<file path="src/rtl/atm_keypad_entry_if.sv">
// Keypad entry <-> ATM controller signal bundle.
// master: the keypad entry block. slave: the controller / key source side.
interface atm_keypad_entry_if;
  logic        key_valid;
  logic [3:0]  key_code;
  logic        req_ready;
  logic        req_valid;
  logic [3:0]  acc_num;
  logic [13:0] pin;
  logic [13:0] new_pin;
  logic [15:0] amount;
  logic [2:0]  operation;
  logic        language;
  logic        err;
  logic        timeout;
  logic [2:0]  entry_state;

  modport master (
    input  key_valid, key_code, req_ready,
    output req_valid, acc_num, pin, new_pin, amount, operation,
           language, err, timeout, entry_state
  );

  modport slave (
    output key_valid, key_code, req_ready,
    input  req_valid, acc_num, pin, new_pin, amount, operation,
           language, err, timeout, entry_state
  );
endinterface

</file>
<file path="src/rtl/atm_keypad_entry.sv">
// ATM keypad front-end: collects account, PIN, operation, amount and new PIN
// from key strobes and issues one transaction request with valid/ready.
module atm_keypad_entry #(
  parameter int unsigned TIMEOUT_CYCLES = 1000,
  parameter logic [2:0]  OP_BALANCE     = 3'd3,
  parameter logic [2:0]  OP_WITHDRAW    = 3'd4,
  parameter logic [2:0]  OP_DEPOSIT     = 3'd5,
  parameter logic [2:0]  OP_CHANGE_PIN  = 3'd6
) (
  input logic                 clk,
  input logic                 rst,
  atm_keypad_entry_if.master  bus
);

  localparam int unsigned TW = $clog2(TIMEOUT_CYCLES + 1);

  localparam logic [3:0] KEY_ENTER  = 4'hA;
  localparam logic [3:0] KEY_CLEAR  = 4'hB;
  localparam logic [3:0] KEY_CANCEL = 4'hC;
  localparam logic [3:0] KEY_LANG   = 4'hD;

  typedef enum logic [2:0] {
    S_ACC    = 3'd0,
    S_PIN    = 3'd1,
    S_OP     = 3'd2,
    S_AMT    = 3'd3,
    S_NEWPIN = 3'd4,
    S_ISSUE  = 3'd5
  } state_t;

  state_t        state_q, state_d;
  logic [3:0]    acc_q, acc_d;
  logic          acc_held_q, acc_held_d;
  logic [13:0]   pin_q, pin_d;
  logic [2:0]    pin_cnt_q, pin_cnt_d;
  logic [13:0]   newpin_q, newpin_d;
  logic [2:0]    newpin_cnt_q, newpin_cnt_d;
  logic [15:0]   amt_q, amt_d;
  logic [2:0]    op_key_q, op_key_d;   // 0 = none, 1..4 = menu key
  logic          lang_q, lang_d;
  logic          err_q, err_d;
  logic          timeout_q, timeout_d;
  logic [TW-1:0] timer_q, timer_d;

  logic          is_digit;
  logic          clr_all;
  logic          timer_run;
  logic [19:0]   amt_ext;

  assign is_digit = (bus.key_code <= 4'd9);
  assign amt_ext  = ({4'd0, amt_q} * 20'd10) + {16'd0, bus.key_code};

  // Next-state, field accumulation, error/timeout pulses and idle timer.
  always_comb begin
    state_d      = state_q;
    acc_d        = acc_q;
    acc_held_d   = acc_held_q;
    pin_d        = pin_q;
    pin_cnt_d    = pin_cnt_q;
    newpin_d     = newpin_q;
    newpin_cnt_d = newpin_cnt_q;
    amt_d        = amt_q;
    op_key_d     = op_key_q;
    lang_d       = lang_q;
    err_d        = 1'b0;
    timeout_d    = 1'b0;
    timer_d      = timer_q;
    clr_all      = 1'b0;

    timer_run = (state_q inside {S_PIN, S_OP, S_AMT, S_NEWPIN}) ||
                ((state_q == S_ACC) && acc_held_q);

    // A key on the would-be timeout edge wins: the abort path is only taken when idle.
    if (bus.key_valid) begin
      timer_d = '0;
    end else if (timer_run) begin
      if (timer_q == TW'(TIMEOUT_CYCLES - 1)) begin
        timer_d   = '0;
        timeout_d = 1'b1;
        clr_all   = 1'b1;
        state_d   = S_ACC;
      end else begin
        timer_d = timer_q + 1'b1;
      end
    end else begin
      timer_d = '0;
    end

    if (bus.key_valid) begin
      if ((state_q == S_ISSUE) || (bus.key_code >= 4'hE)) begin
        err_d = 1'b1;
      end else if (bus.key_code == KEY_LANG) begin
        if (state_q == S_ACC) lang_d = ~lang_q;
        else                  err_d  = 1'b1;
      end else if (bus.key_code == KEY_CANCEL) begin
        clr_all = 1'b1;
        state_d = S_ACC;
      end else begin
        unique case (state_q)
          S_ACC: begin
            if (is_digit) begin
              acc_d      = bus.key_code;
              acc_held_d = 1'b1;
            end else if (bus.key_code == KEY_CLEAR) begin
              acc_d      = '0;
              acc_held_d = 1'b0;
            end else if (acc_held_q) begin
              state_d = S_PIN;
            end else begin
              err_d = 1'b1;
            end
          end
          S_PIN: begin
            if (is_digit) begin
              if (pin_cnt_q == 3'd4) begin
                err_d = 1'b1;
              end else begin
                pin_d     = (pin_q * 14'd10) + {10'd0, bus.key_code};
                pin_cnt_d = pin_cnt_q + 3'd1;
              end
            end else if (bus.key_code == KEY_CLEAR) begin
              pin_d     = '0;
              pin_cnt_d = '0;
            end else if (pin_cnt_q == 3'd4) begin
              state_d = S_OP;
            end else begin
              err_d = 1'b1;
            end
          end
          S_NEWPIN: begin
            if (is_digit) begin
              if (newpin_cnt_q == 3'd4) begin
                err_d = 1'b1;
              end else begin
                newpin_d     = (newpin_q * 14'd10) + {10'd0, bus.key_code};
                newpin_cnt_d = newpin_cnt_q + 3'd1;
              end
            end else if (bus.key_code == KEY_CLEAR) begin
              newpin_d     = '0;
              newpin_cnt_d = '0;
            end else if (newpin_cnt_q == 3'd4) begin
              state_d = S_ISSUE;
            end else begin
              err_d = 1'b1;
            end
          end
          S_OP: begin
            if (is_digit) begin
              if ((bus.key_code >= 4'd1) && (bus.key_code <= 4'd4)) op_key_d = bus.key_code[2:0];
              else                                                  err_d    = 1'b1;
            end else if (bus.key_code == KEY_CLEAR) begin
              op_key_d = '0;
            end else begin
              unique case (op_key_q)
                3'd1:         state_d = S_ISSUE;
                3'd2, 3'd3:   state_d = S_AMT;
                3'd4:         state_d = S_NEWPIN;
                default:      err_d   = 1'b1;
              endcase
            end
          end
          S_AMT: begin
            if (is_digit) begin
              if (amt_ext > 20'd65535) err_d = 1'b1;
              else                     amt_d = amt_ext[15:0];
            end else if (bus.key_code == KEY_CLEAR) begin
              amt_d = '0;
            end else if (amt_q == 16'd0) begin
              err_d = 1'b1;
            end else begin
              state_d = S_ISSUE;
            end
          end
          default: err_d = 1'b1;
        endcase
      end
    end

    if ((state_q == S_ISSUE) && bus.req_ready) begin
      clr_all = 1'b1;
      state_d = S_ACC;
    end

    if (clr_all) begin
      acc_d        = '0;
      acc_held_d   = 1'b0;
      pin_d        = '0;
      pin_cnt_d    = '0;
      newpin_d     = '0;
      newpin_cnt_d = '0;
      amt_d        = '0;
      op_key_d     = '0;
    end
  end

  // State and field registers with synchronous reset.
  always_ff @(posedge clk) begin
    if (rst) begin
      state_q      <= S_ACC;
      acc_q        <= '0;
      acc_held_q   <= 1'b0;
      pin_q        <= '0;
      pin_cnt_q    <= '0;
      newpin_q     <= '0;
      newpin_cnt_q <= '0;
      amt_q        <= '0;
      op_key_q     <= '0;
      lang_q       <= 1'b0;
      err_q        <= 1'b0;
      timeout_q    <= 1'b0;
      timer_q      <= '0;
    end else begin
      state_q      <= state_d;
      acc_q        <= acc_d;
      acc_held_q   <= acc_held_d;
      pin_q        <= pin_d;
      pin_cnt_q    <= pin_cnt_d;
      newpin_q     <= newpin_d;
      newpin_cnt_q <= newpin_cnt_d;
      amt_q        <= amt_d;
      op_key_q     <= op_key_d;
      lang_q       <= lang_d;
      err_q        <= err_d;
      timeout_q    <= timeout_d;
      timer_q      <= timer_d;
    end
  end

  // Map the latched menu key to its operation code.
  always_comb begin
    bus.operation = '0;
    unique case (op_key_q)
      3'd1:    bus.operation = OP_BALANCE;
      3'd2:    bus.operation = OP_WITHDRAW;
      3'd3:    bus.operation = OP_DEPOSIT;
      3'd4:    bus.operation = OP_CHANGE_PIN;
      default: bus.operation = '0;
    endcase
  end

  assign bus.req_valid   = (state_q == S_ISSUE);
  assign bus.acc_num     = acc_q;
  assign bus.pin         = pin_q;
  assign bus.new_pin     = newpin_q;
  assign bus.amount      = amt_q;
  assign bus.language    = lang_q;
  assign bus.err         = err_q;
  assign bus.timeout     = timeout_q;
  assign bus.entry_state = state_q;

endmodule

</file>
<file path="src/flat_wrapper.sv">
// flat-port wrapper written by rule: the top's interface ports become plain ports
module atm_keypad_entry_flat 
#(
  parameter int unsigned TIMEOUT_CYCLES = 1000,
  parameter logic [2:0]  OP_BALANCE     = 3'd3,
  parameter logic [2:0]  OP_WITHDRAW    = 3'd4,
  parameter logic [2:0]  OP_DEPOSIT     = 3'd5,
  parameter logic [2:0]  OP_CHANGE_PIN  = 3'd6
)
  (clk, rst, bus_key_valid, bus_key_code, bus_req_ready, bus_req_valid, bus_acc_num, bus_pin, bus_new_pin, bus_amount, bus_operation, bus_language, bus_err, bus_timeout, bus_entry_state);
  atm_keypad_entry_if bus_i ();
  input logic clk;
  input logic rst;
  input wire logic [$bits(bus_i.key_valid)-1:0] bus_key_valid;
  input wire logic [$bits(bus_i.key_code)-1:0] bus_key_code;
  input wire logic [$bits(bus_i.req_ready)-1:0] bus_req_ready;
  output wire logic [$bits(bus_i.req_valid)-1:0] bus_req_valid;
  output wire logic [$bits(bus_i.acc_num)-1:0] bus_acc_num;
  output wire logic [$bits(bus_i.pin)-1:0] bus_pin;
  output wire logic [$bits(bus_i.new_pin)-1:0] bus_new_pin;
  output wire logic [$bits(bus_i.amount)-1:0] bus_amount;
  output wire logic [$bits(bus_i.operation)-1:0] bus_operation;
  output wire logic [$bits(bus_i.language)-1:0] bus_language;
  output wire logic [$bits(bus_i.err)-1:0] bus_err;
  output wire logic [$bits(bus_i.timeout)-1:0] bus_timeout;
  output wire logic [$bits(bus_i.entry_state)-1:0] bus_entry_state;
  assign bus_i.key_valid = bus_key_valid;
  assign bus_i.key_code = bus_key_code;
  assign bus_i.req_ready = bus_req_ready;
  assign bus_req_valid = bus_i.req_valid;
  assign bus_acc_num = bus_i.acc_num;
  assign bus_pin = bus_i.pin;
  assign bus_new_pin = bus_i.new_pin;
  assign bus_amount = bus_i.amount;
  assign bus_operation = bus_i.operation;
  assign bus_language = bus_i.language;
  assign bus_err = bus_i.err;
  assign bus_timeout = bus_i.timeout;
  assign bus_entry_state = bus_i.entry_state;
  atm_keypad_entry #(.TIMEOUT_CYCLES(TIMEOUT_CYCLES), .OP_BALANCE(OP_BALANCE), .OP_WITHDRAW(OP_WITHDRAW), .OP_DEPOSIT(OP_DEPOSIT), .OP_CHANGE_PIN(OP_CHANGE_PIN)) u_core (.clk(clk), .rst(rst), .bus(bus_i));
endmodule
</file>
<file path="config.mk">
export PLATFORM = sky130hd
export DESIGN_NAME = atm_keypad_entry_flat
export DESIGN_NICKNAME = d
export VERILOG_FILES = /design/src/rtl/atm_keypad_entry_if.sv /design/src/rtl/atm_keypad_entry.sv /design/src/flat_wrapper.sv
export SDC_FILE = /design/constraint.sdc
export NUM_CORES = 1
export LEC_CHECK = 0
export CORE_MARGIN = 3
export CORE_UTILIZATION = 60
export CTS_CLUSTER_DIAMETER = 120
export DETAILED_ROUTE_END_ITERATION = 8
export HOLD_SLACK_MARGIN = 0.15
export PLACE_DENSITY = 0.84
export RECOVER_POWER = 50
export SLEW_MARGIN = 30
export SYNTH_ARGS = -nofsm -noshare
export SYNTH_HDL_FRONTEND = slang
export SYNTH_SLANG_ARGS = --single-unit
</file>
<file path="constraint.sdc">
create_clock -name clk -period 11.09 [get_ports clk]
set_input_delay 1.6635 -clock clk [delete_from_list [all_inputs] [get_ports clk]]
set_output_delay 1.6635 -clock clk [all_outputs]
set_load 0.1 [all_outputs]
</file>
==> flow_metrics.env <==
export IMPL_critPathRequiredTime_ps=11360
export IMPL_vias_per_cell=6.06
export IMPL_clk_latency_ps=350
export IMPL_cpPeakStageDelay_ps=640
export IMPL_wl_per_cell_um=15.6
export IMPL_gpl_final_weighted_congestion=0.935
export IMPL_dieArea_um2=11200
export IMPL_critical_path_slowest_cell="clkdlybuf4s50_1"
export IMPL_holdCritPathClass="flop to flop"
export IMPL_leakage_uw=0.00313
export IMPL_top_usage_layer="met2"
export IMPL_synth_distinct_cells=66
export IMPL_synth_fp_nets=827
export IMPL_portBuffers=65
export IMPL_slew_limit_headroom_pct=32.4
export IMPL_cts_sinks=74
export IMPL_tritoncts="yes"
export IMPL_period_needed_ps=5010
export IMPL_fin_setup_tns_ps=0
export IMPL_cp_data_arrival_time_ps=5280
export IMPL_setup_viol=0
export IMPL_dieWidth_um=106
export IMPL_final_area_um2=6930
export IMPL_fin_crit_sh_pct=45.1
export IMPL_status="finished clean"
export IMPL_drt_pre_antenna_iters=5
export IMPL_dpl_cell_area_um2=6710
export IMPL_cp_end_kind="flop"
export IMPL_core_area_um2=9460
export IMPL_drv_cap=0
export IMPL_path_class="input pin to flop"
export IMPL_drt_iter0_markers=277
export IMPL_die_y_um=106
export IMPL_ys_top_cells_by_area="dfxtp_1 (25%), ha_1 (17%), xnor2_1 (5.8%)"
export IMPL_power_density_nw_per_um2=78.8
export IMPL_met1_usage_pct=33.1
export IMPL_wl_mm=14.3
export IMPL_hold_viol_final=0
export IMPL_maxSlewViolCount=0
export IMPL_async_flop_share_pct=0
export IMPL_worstPathCellList="clkdlybuf4s50_1 > ha_1 > fa_1 > a21o_1 > nand4_1 > nor2_1 > and3_4 > or4_1 > o21ba_1 > or4_4 > o21ai_0"
export IMPL_grt_pass1_vias=5275
export IMPL_synth_seq_cells=74
export IMPL_netlist_area_um2=6000
export IMPL_clkTransAtPathRegs_ps=80
export IMPL_syn_area_per_cell_um2=8.19
export IMPL_clockRootBuffer="clkbuf_8"
export IMPL_initial_core_util_pct=63.4
export IMPL_fin_ws_ps=6080
export IMPL_post_cts_setup_buffers=0
export IMPL_cts_hold_buf=0
export IMPL_synth_edff_count=0
export IMPL_antenna_found_initial=0
export IMPL_critical_path_top_delay_family="simple AND/OR/NAND/NOR gates"
export IMPL_fin_nets=881
export IMPL_cts_buffers=9
export IMPL_row_count=35
export IMPL_rsz0062_at_grt="false"
export IMPL_syn_to_final_growth_pct=15.5
export IMPL_antenna_cells=0
export IMPL_synth_top_area_cell="dfxtp_1"
export IMPL_worst_path_buf_inv=1
export IMPL_use_met2_pct=44.9
export IMPL_pre_cts_slack_ps=5770
export IMPL_cp_start_kind="input pin"
export IMPL_pin_count=66
export IMPL_power_uw=546
export IMPL_skew_ps=9.00
export IMPL_grt_pass1_wl_mm=24.5
export IMPL_worst_pin_slew_ps=1010
export IMPL_synth_top_area_share_pct=24.7
export IMPL_grt_usage_pct=26.0
export IMPL_synth_cells=733
export IMPL_ant_nets=0
export IMPL_drc_errors=0
export IMPL_overflow=0
export IMPL_ys_seq_area_share_pct=24.7
export IMPL_grt_met3_usage_pct=4.19
export IMPL_htree_num_levels=3
export IMPL_path_max_fanout=14
export IMPL_hpwl_mm=11.0
export IMPL_layout_drive_gt1_share_pct=5.93
export IMPL_clock_path_buffers=2
export IMPL_yosys_warnings=0
export IMPL_grt_max_degree=47
export IMPL_ir_drop_mv=0.0580
export IMPL_synth_ff_type="dfxtp_1"
export IMPL_max_freq_ghz=0.200
export IMPL_ctsResizeCount=0
export IMPL_vias=5582
[layout by cell type, fill, tap and decap left out, drive strengths merged, types with 6 or more instances in the layout]
cell type	netlist	final
xnor2	41	41
nand3	31	31
a21o	14	14
o21ai	40	40
nor3b	6	6
nor2	86	86
nor4	7	7
xor2	30	30
nand4	8	8
nor3	24	24
dlygate4sd3	0	53
dfxtp	74	74
fa	6	6
nand2	71	71
o21a	7	7
nor2b	9	9
a21oi	60	60
clkdlybuf4s50	0	12
inv	19	19
ha	80	80
clkbuf	21	13
a22oi	14	14
or4	6	6
[where the power goes]
group / internal [uW] / switching [uW]
clock: 129 / 99.4
sequential: 268 / 2.43
combinational: 13.2 / 35.3
total: 409 / 137
[synthesized netlist by cell type (all sizes together), types with 19 or more instances]
cell	n
a21oi	60
clkbuf	21
dfxtp	74
ha	80
inv	19
nand2	71
nand3	31
nor2	86
nor3	24
o21ai	40
xnor2	41
xor2	30
[routing by layer]
metal  wire length, um  vias up
li1                  -     2744
met1              6200     2610
met2              7110      197
met3               780       31
met4               259        0
met5                 0        -
[sequential cells by signal, indices dropped and copies added (netlist names), 3 cells and up]
register,count
u_core.bus.new_pin,14
u_core.bus.amount,16
u_core.timer_q,10
u_core.pin_cnt_q,3
u_core.op_key_q,3
u_core.bus.acc_num,4
u_core.newpin_cnt_q,3
u_core.bus.pin,14
u_core.bus.entry_state,3
[kinds of logic (layout without fill, tap and decap cells)]
group | count (synthesis) | count (layout) | synth area share (%)
buffers and inverters | 43 | 102 | 3.40
muxes | 5 | 5 | 0.855
DFF | 74 | 74 | 24.7
xor gates and xnor gates | 73 | 73 | 11.2
AOI/OAI and AO/OA | 174 | 174 | 19.0
and+or+nand+nor | 278 | 278 | 22.2
adders and majority gates | 86 | 86 | 18.7
[through the flow]
step	util (%)	cells	hold slack, ps
after floorplan	-	733	418
after global placement	70.9	905	430
after detailed placement	70.9	905	454
after CTS	73.3	921	465
after global routing	73.3	921	489
final	73.3	921	460
[area by class of cell]
type,instances,area [um2]
clock buffer,13,179
clock inverter,3,45.0
fill,747,2530
inverter,19,71.3
multi-input combinational,616,4330
sequential,74,1480
tap,129,161
timing repair buffer,67,666
[worst paths after layout]
path | slack [ps] | cells after the start | end | from
worst max-delay path | 6080 | 11 | u_core.bus.amount[4] | bus_key_code[1]
worst min register to register | 460 | 1 | u_core.timer_q[0] | u_core.timer_q[0]
worst max register to register | 6680 | 12 | u_core.bus.amount[4] | u_core.bus.amount[1]
worst min-delay path | 460 | 1 | u_core.timer_q[0] | u_core.timer_q[0]
No activity file was read; power rests on OpenSTA's default activity.
